$ cat config.mk
export PLATFORM = sky130hd
export DESIGN_NAME = bus_rr
export DESIGN_NICKNAME = d
export VERILOG_FILES = /design/src/rtl/bus_rr.sv
export SDC_FILE = /design/constraint.sdc
export NUM_CORES = 1
export LEC_CHECK = 0
export CORE_AREA = 2 2 171 173
export DETAILED_ROUTE_END_ITERATION = 8
export DIE_AREA = 0 0 173 175
export SYNTH_ARGS = -nofsm -noshare
export SYNTH_HDL_FRONTEND = slang
export SYNTH_SLANG_ARGS = --single-unit
export TNS_END_PERCENT = 100
$ cat constraint.sdc
create_clock -name clk -period 1.14 [get_ports clk]
set_input_delay 0.171 -clock clk [delete_from_list [all_inputs] [get_ports clk]]
set_output_delay 0.171 -clock clk [all_outputs]
set_load 0.02 [all_outputs]
$ cat src/rtl/bus_rr.sv
// -----------------------------------------------------------------------------
// bus_rr -- multi-master / multi-slave system bus with round-robin arbitration
//
// Purpose:
//   Arbitrates NUM_M masters using a registered round-robin arbiter. It forwards
//   the current owner's address, write data and write strobe to the slaves. It
//   decodes the top SELW address bits into a one-hot slave select. Read data
//   from the selected slave is returned one cycle after the read was issued.
//
// Optional feature (compile-time macro BUS_RR_TIMEOUT_EN):
//   When defined, an owner that has held the bus for MAX_HOLD cycles is
//   preempted if any other master is requesting. When undefined, an owner keeps
//   the bus until it drops its request, and MAX_HOLD has no effect.
//
// Ports:
//   clk      in   clock; all state changes on the rising edge
//   reset    in   synchronous active-high reset
//   m_req    in   [NUM_M]     per-master request
//   m_wr     in   [NUM_M]     per-master write(1)/read(0)
//   m_addr   in   [NUM_M*AW]  per-master address, master i at [i*AW +: AW]
//   m_dout   in   [NUM_M*DW]  per-master write data, master i at [i*DW +: DW]
//   m_grant  out  [NUM_M]     one-hot or zero grant (registered)
//   m_din    out  [DW]        read data broadcast to all masters
//   s_sel    out  [NUM_S]     one-hot or zero slave select
//   s_wr     out              write strobe to the slaves
//   s_addr   out  [AW]        address to the slaves
//   s_din    out  [DW]        write data to the slaves
//   s_dout   in   [NUM_S*DW]  per-slave read data, slave k at [k*DW +: DW]
// -----------------------------------------------------------------------------
module bus_rr #(
  parameter int NUM_M    = 2,
  parameter int NUM_S    = 2,
  parameter int SELW     = 1,
  parameter int AW       = 16,
  parameter int DW       = 64,
  parameter int MAX_HOLD = 8
) (
  input  logic                  clk,
  input  logic                  reset,
  input  logic [NUM_M-1:0]      m_req,
  input  logic [NUM_M-1:0]      m_wr,
  input  logic [NUM_M*AW-1:0]   m_addr,
  input  logic [NUM_M*DW-1:0]   m_dout,
  output logic [NUM_M-1:0]      m_grant,
  output logic [DW-1:0]         m_din,
  output logic [NUM_S-1:0]      s_sel,
  output logic                  s_wr,
  output logic [AW-1:0]         s_addr,
  output logic [DW-1:0]         s_din,
  input  logic [NUM_S*DW-1:0]   s_dout
);

  localparam int IW = (NUM_M > 1) ? $clog2(NUM_M) : 1;

  localparam logic [0:0] ST_IDLE = 1'b0;
  localparam logic [0:0] ST_OWN  = 1'b1;

  // Reject illegal configurations at elaboration.
  if (NUM_M < 2 || NUM_M > 8 || NUM_S < 1 || NUM_S > (1 << SELW) ||
      SELW < 1 || SELW > AW || MAX_HOLD < 1) begin : g_param_err
    $error("bus_rr: illegal parameter combination");
  end

  // ---------------------------------------------------------------------------
  // Arbiter state
  // ---------------------------------------------------------------------------
  logic [0:0]       state_q, state_d;
  logic [IW-1:0]    cur_q,   cur_d;    // current owner (valid in ST_OWN)
  logic [IW-1:0]    last_q,  last_d;   // most recently granted master
  logic [NUM_M-1:0] grant_q, grant_d;

  logic             preempt;
  logic             keep;
  logic             found;
  logic [IW-1:0]    base;
  logic [IW-1:0]    pick_idx;
  int               cand;

`ifdef BUS_RR_TIMEOUT_EN
  localparam int HW = $clog2(MAX_HOLD + 1);
  logic [HW-1:0] hold_q, hold_d;
`endif

  always_comb begin
    preempt = 1'b0;
`ifdef BUS_RR_TIMEOUT_EN
    // Tenure expired and someone else is waiting; a lone requester keeps going.
    preempt = (state_q == ST_OWN) && (hold_q == HW'(MAX_HOLD - 1)) &&
              ((m_req & ~grant_q) != '0);
`endif
    keep = (state_q == ST_OWN) && m_req[cur_q] && !preempt;

    // Rotation starts just after the owner, or after the last owner when idle.
    base     = (state_q == ST_OWN) ? cur_q : last_q;
    found    = 1'b0;
    pick_idx = '0;
    cand     = 0;
    for (int k = 1; k <= NUM_M; k++) begin
      cand = int'(base) + k;
      if (cand >= NUM_M) cand = cand - NUM_M;
      // On preemption the old owner is skipped even if it still requests.
      if (!found && m_req[cand] &&
          !(preempt && (cand == int'(cur_q)))) begin
        found    = 1'b1;
        pick_idx = IW'(cand);
      end
    end

    if (keep) begin
      state_d = ST_OWN;
      cur_d   = cur_q;
    end else if (found) begin
      state_d = ST_OWN;
      cur_d   = pick_idx;
    end else begin
      state_d = ST_IDLE;
      cur_d   = cur_q;
    end

    last_d = (state_d == ST_OWN) ? cur_d : last_q;

`ifdef BUS_RR_TIMEOUT_EN
    // Count cycles of an unbroken tenure, saturating at the limit.
    if (keep) begin
      hold_d = (hold_q == HW'(MAX_HOLD - 1)) ? hold_q : hold_q + HW'(1);
    end else begin
      hold_d = '0;
    end
`endif
  end

  for (genvar gi = 0; gi < NUM_M; gi++) begin : g_grant
    assign grant_d[gi] = (state_d == ST_OWN) && (int'(cur_d) == gi);
  end

  always_ff @(posedge clk) begin
    if (reset) begin
      state_q <= ST_IDLE;
      cur_q   <= '0;
      last_q  <= IW'(NUM_M - 1);   // master 0 is scanned first after reset
      grant_q <= '0;
    end else begin
      state_q <= state_d;
      cur_q   <= cur_d;
      last_q  <= last_d;
      grant_q <= grant_d;
    end
  end

`ifdef BUS_RR_TIMEOUT_EN
  always_ff @(posedge clk) begin
    if (reset) begin
      hold_q <= '0;
    end else begin
      hold_q <= hold_d;
    end
  end
`endif

  assign m_grant = grant_q;

  // ---------------------------------------------------------------------------
  // Owner datapath mux and slave decode
  // ---------------------------------------------------------------------------
  logic [AW-1:0]   own_addr;
  logic [DW-1:0]   own_data;
  logic            own_wr;
  logic            active;
  logic [SELW-1:0] idx;
  logic            mapped;

  always_comb begin
    own_addr = '0;
    own_data = '0;
    own_wr   = 1'b0;
    for (int j = 0; j < NUM_M; j++) begin
      if (grant_q[j]) begin
        own_addr = m_addr[j*AW +: AW];
        own_data = m_dout[j*DW +: DW];
        own_wr   = m_wr[j];
      end
    end
  end

  // A granted master that has dropped its request is a dead cycle.
  assign active = |(grant_q & m_req);

  assign s_addr = active ? own_addr : '0;
  assign s_din  = active ? own_data : '0;
  assign s_wr   = active & own_wr;

  assign idx    = s_addr[AW-1 -: SELW];
  assign mapped = int'(idx) < NUM_S;

  for (genvar gi = 0; gi < NUM_S; gi++) begin : g_sel
    assign s_sel[gi] = active && (int'(idx) == gi);
  end

  // ---------------------------------------------------------------------------
  // Read return path: remember which slave was read, mux its data next cycle
  // ---------------------------------------------------------------------------
  logic            rd_valid_q, rd_valid_d;
  logic [SELW-1:0] rd_idx_q,   rd_idx_d;

  assign rd_valid_d = active && !own_wr && mapped;
  assign rd_idx_d   = idx;

  always_ff @(posedge clk) begin
    if (reset) begin
      rd_valid_q <= 1'b0;
      rd_idx_q   <= '0;
    end else begin
      rd_valid_q <= rd_valid_d;
      rd_idx_q   <= rd_idx_d;
    end
  end

  always_comb begin
    m_din = '0;
    for (int k = 0; k < NUM_S; k++) begin
      if (rd_valid_q && (int'(rd_idx_q) == k)) begin
        m_din = s_dout[k*DW +: DW];
      end
    end
  end

endmodule
Word-level counts from Yosys, hierarchy flattened
Cells that the tools add are included.
{"block": "classes", "n_addsub": 4, "bitwise": 5, "order_cmp": 5, "n_reduce_logical": 12, "n_mux": 29}
{"cell": "$mux W64", "count": 5}
{"cell": "$lt A32 B3 Y1 const B", "count": 2}
{"cell": "$mux W32", "count": 2}
{"cell": "$mux W16", "count": 3}
{"cell": "$mux W1", "count": 19}
{"cell": "$logic_and A1 B1 Y1", "count": 9}
{"cell": "$sub A3 B2 Y4 const B", "count": 1}
{"cell": "$add A1 B2 Y3 const B", "count": 1}
{"cell": "$ge A3 B2 Y1 const B", "count": 1}
{"cell": "$not A1 Y1", "count": 3}
{"cell": "$sub A2 B2 Y3 const B", "count": 1}
{"cell": "$add A1 B1 Y2 const B", "count": 1}
{"cell": "$and A2 B2 Y2", "count": 1}
{"cell": "$ge A2 B2 Y1 const B", "count": 1}
{"cell": "$logic_not A1 Y1", "count": 2}
{"cell": "$lt A1 B2 Y1 const B", "count": 1}
{"cell": "$reduce_or A2 Y1", "count": 1}
{"cell": "$and A1 B1 Y1", "count": 1}
{"block": "totals", "word_cells": 61, "inputBits": 294, "output_inout_bits": 149, "register_bits": 7}

Longest topological paths before layout
Gate-level depths: netlist of the first run.
{"block": "depth", "ltp_word": 15, "ltp_mapped": 6, "ltp_nobuf": 3}

Least setup slack after synthesis of the first run
OpenSTA, ideal clock, no wires.
{"block": "synth_timing", "path_kind": "register to output", "startpoint": "register grant_q[0], in the netlist m_grant[0]", "endpoint": "output s_sel[1]", "path_stages_with_launch": 7, "slack_ns": -0.513, "t_arrival_ns": 1.482, "t_required_ns": 0.969, "n_path_buf": 3, "path_cell_list": "dfxtp_1 nor2b_1 buf_2 buf_6 a22oi_2 nor2_1 buf_4"}
{"block": "synth_between", "elab_chain_cells": 4, "elab_cells_between_ends": 6, "cone_classes": "mux (3); bitwise (1); reduce/logical (2)"}
{"element": "start: declaration", "line": "70", "rtl": "logic [NUM_M-1:0] grant_q, grant_d;"}
{"element": "start signal: assignment", "line": "146", "rtl": "grant_q <= grant_d;"}
{"element": "$mux W16 or $and A2 B2 Y2 (tied branches)", "line": "177, 186"}
{"element": "$mux W16 or $reduce_or A2 Y1 (tied branches)", "line": "177, 186"}
{"element": "$mux W16 *", "line": "188", "rtl": "assign s_addr = active ? own_addr : '0;"}
{"element": "via s_addr[15]", "line": "48", "rtl": "output logic [AW-1:0] s_addr,"}
{"element": "$logic_and A1 B1 Y1 *", "line": "196", "rtl": "assign s_sel[gi] = active && (int'(idx) == gi);"}
{"element": "end: declaration", "line": "46", "rtl": "output logic [NUM_S-1:0] s_sel,"}
The timed path passes the listed nets; every way through them passes the cells marked *.

Worst setup path in the final report of the first run
{"block": "layout_timing", "startpoint": "register grant_q[0], in the netlist m_grant[0]", "endpoint": "output s_din[47]"}
{"block": "layout_between", "elab_chain_cells": 3, "elab_cells_between_ends": 5, "cone_classes": "mux (3); bitwise (1); reduce/logical (1)"}
{"element": "$mux W64 or $and A2 B2 Y2 (tied branches)", "line": "177, 186"}
{"element": "$mux W64 or $reduce_or A2 Y1 (tied branches)", "line": "177, 186"}
{"element": "$mux W64 *", "line": "189", "rtl": "assign s_din = active ? own_data : '0;"}
{"element": "end: declaration", "line": "49", "rtl": "output logic [DW-1:0] s_din,"}
Mark *: on every way between the ends. The rest lies on a longest branch, timed or not.

==> qor.yml, run 1 <==
route:
  routed_wl_mm: 24.8
  ant_nets: 0
  first_iter_violations: 90
  viasPerCell: 3.94
  via_count: 5058
  firstDrtPassIters: 4
  drc_errors: 0
  avgRoutedWirePerCell_um: 19.3
synth:
  netlist_area_um2: 2460
  yosysTopAreaCellShare_pct: 26.0
  yosysWarnings: 0
  syn_inst: 358
  synth_area_leader_cell: "mux2i_1"
  synth.avg_cell_area_um2: 6.88
  synth_fp_nets: 652
  yosys.cell_types.count: 20
  ys_ff_latch: 7
  synthTopCellsByArea: "mux2i_1, a22oi_1, nor2b_1"
  yosysSeqAreaShare_pct: 5.69
global_routing:
  antenna_found_initial: 2
  grt_use_total_pct: 14.7
  grt.overflow.total: 0
  grt_pass1_vias: 5345
  grt_pass1_wl_mm: 33.5
  grt_start_max_net_pins: 51
die:
  io_pins: 443
  fp-row-count: 62
  dieArea_um2: 30300
  start_util_pct: 8.67
  core_area_um2: 28400
  die_h_um: 175
  die_w_um: 173
power_and_ir_drop:
  peakVddDrop_v: 0.000298
  power_density_nw_per_um2: 407
  leakage_nw: 3.83
place:
  gp_congestion: 0.823
  placed_area_um2: 8560
  post-dp-hpwl_mm: 17.8
  port_buffers: 442
setup_path:
  r2r-start: "m_grant[1]$_SDFF_PP0_"
  path_max_fanout: 5
  cp.required_ns: 0.97
  rrSetupSlack_ns: -0.31
  reg2reg_depth: 7
  timing.rr.end: "rd_valid_q$_SDFF_PP0_"
  start_kind: "flop"
  arrival_ns: 1.69
  criticalPathCategory: "flop to output pin"
  critical_path.endpoint_type: "output pin"
cells_and_area:
  nNetsFinal: 1196
  area_growth_pct: 342
  design_area_um2: 10900
  drive_gt1_share_pct: 60.7
  num-fill-cells: 2764
  diodes: 0
  regArea_um2: 150
  multi_input_area_um2: 3690
sta:
  fmax_mhz: 537
  skew_ns: 0.00193
  finalSetupViolCount: 150
  finalWorstSetupSlack_ns: -0.723
  finalCritPeriodShare_pct: 163
  rsz0062_at_grt: "true"
  fin_crit_ns: 1.86
  finalHoldViolations: 0
  timing.hold.ws_ns: 0.302
  slew_viol_final: 0
  worst_pin_slew_ns: 0.368
  slew-limit-headroom_pct: 75.5
flow_run:
  max_cap_violations: 0
outcome:
  violations: "setup timing"
  outcome: "complete, but fails checks"
clock_network:
  clkTransAtPathRegs_ns: 0.04
  cts_buffers: 3
  clk_latency_ns: 0.24
  cts_tree: "yes"
  cts_root_buf: "clkbuf_16"
  clock_sinks: 7
  htreeDepth: 1
  clock_path_buffers: 2
hold_path:
  min-delay-start: "m_req[1]"
  min_to: "m_grant[0]$_SDFF_PP0_"
  min-delay-path-class: "primary input to flop"
  hold_depth: 3
layout make-up:
cell class | count | area share (%)
Multi-Input combinational cell | 309 | 33.9
Clock buffer | 3 | 0.689
Tap cell | 384 | 4.41
Sequential cell | 7 | 1.38
Clock inverter | 1 | 0.0460
Timing Repair Buffer | 581 | 59.6
metrics by stage:
step / total power [mW] / std cells / setup TNS (ns) / utilization (%) / worst slack (ns)
2_1_floorplan: 1.30 / 358 / -13.53 / - / -0.251
5_1_grt: 4.65 / 1285 / -89.76 / 38.3 / -0.778
3_5_place_dp: 2.94 / 1190 / -107.48 / 30.2 / -0.941
3_3_place_gp: 2.92 / 1190 / -106.89 / 30.2 / -0.937
6_report: 4.44 / 1285 / -82.06 / 38.3 / -0.723
4_1_cts: 4.11 / 1263 / -93.98 / 34.7 / -0.948
state kept, by name, indices dropped and copies added (netlist names):
name	cells
cur_q	1
last_q	1
m_grant	2
rd_idx_q	1
rd_valid_q	1
state_q	1
synth_stat cells:
cell type and instances:
nor2_1 84, nor3_1 1, a21o_1 1, buf_2 19, clkbuf_1 7, a21oi_1 4
nand3b_1 1, nand2b_1 2, nor3b_2 1, o32a_1 1, mux2i_1 64, buf_1 1
a22oi_1 79, dfxtp_1 7, o32ai_1 1, a22oi_2 2, buf_4 14, nor2b_1 67
buf_6 1, nand2_1 1
placed cells by master, fill, tap and decap left out, drive strengths merged:
cell,instances
nand2b,2
nor2,84
dlymetal6s2s,1
buf,280
a21oi,4
nand2,1
o32ai,1
clkbuf,11
a21o,1
clkdlybuf4s50,291
clkinv,1
nor3b,1
dfxtp,7
nor3,1
nor2b,67
nand3b,1
a22oi,81
o32a,1
mux2i,64
dlygate4sd2,1
power by group:
part | internal [mW] | switching (mW) | total (mW)
Combinational | 2.14 | 1.40 | 3.54
Clock | 0.462 | 0.157 | 0.619
Sequential | 0.260 | 0.0167 | 0.277
Total | 2.86 | 1.58 | 4.44
what timing repair did:
action	CTS	global route
setup endpoints to repair	151	150
gates cloned	9	5
setup buffers	60	44
resized for setup	832	289
pin swaps	12	41
hold buffers	0	0
logic make-up after synthesis:
logic type,synth area share [%]
simple gates,31.5
mux,26.0
flops,5.69
compound gates,27.0
buf+inv,9.81
worst max-delay path by stage:
stage | from | to | slack [ns] | depth (start not counted)
after floorplan | m_grant[0]$_SDFF_PP0_ | s_sel[0] | -0.25 | 5
after global placement | m_req[0] | s_addr[15] | -0.94 | 6
after detailed placement | m_req[0] | s_addr[15] | -0.94 | 6
after CTS | m_grant[0]$_SDFF_PP0_ | s_sel[1] | -0.95 | 9
after global routing | m_grant[0]$_SDFF_PP0_ | s_din[47] | -0.78 | 10
final | m_grant[0]$_SDFF_PP0_ | s_din[47] | -0.72 | 10
critical path: stages (launching register included):
cell     delay [ns]
dfxtp_2        0.32
buf_6          0.11
a22oi_2        0.18
buf_6          0.17
buf_16         0.12
buf_8          0.09
buf_8          0.09
buf_8          0.12
buf_6          0.10
nor2_4         0.03
buf_6          0.13
metal layers:
metal,part of all wire (%),routed length [um],global-route usage [%]
met1,36,8960,15.9
met2,56,13800,29.3
met3,6.7,1660,2.87
met4,1.5,368,3.07
met5,0.052,13,0
Note: power is estimated with default switching activity, not from simulation.
==> run 2: changes to the inputs <==
--- a/config.mk
+++ b/config.mk
@@ -5,6 +5,7 @@
 export SDC_FILE = /design/constraint.sdc
 export NUM_CORES = 1
 export LEC_CHECK = 0
+export ABC_CLOCK_PERIOD_IN_PS = 1140
 export CORE_AREA = 2 2 171 173
 export DETAILED_ROUTE_END_ITERATION = 8
 export DIE_AREA = 0 0 173 175
==> results of run 2 <==
Final layout, timing and power as in run 1 (identical DEF).
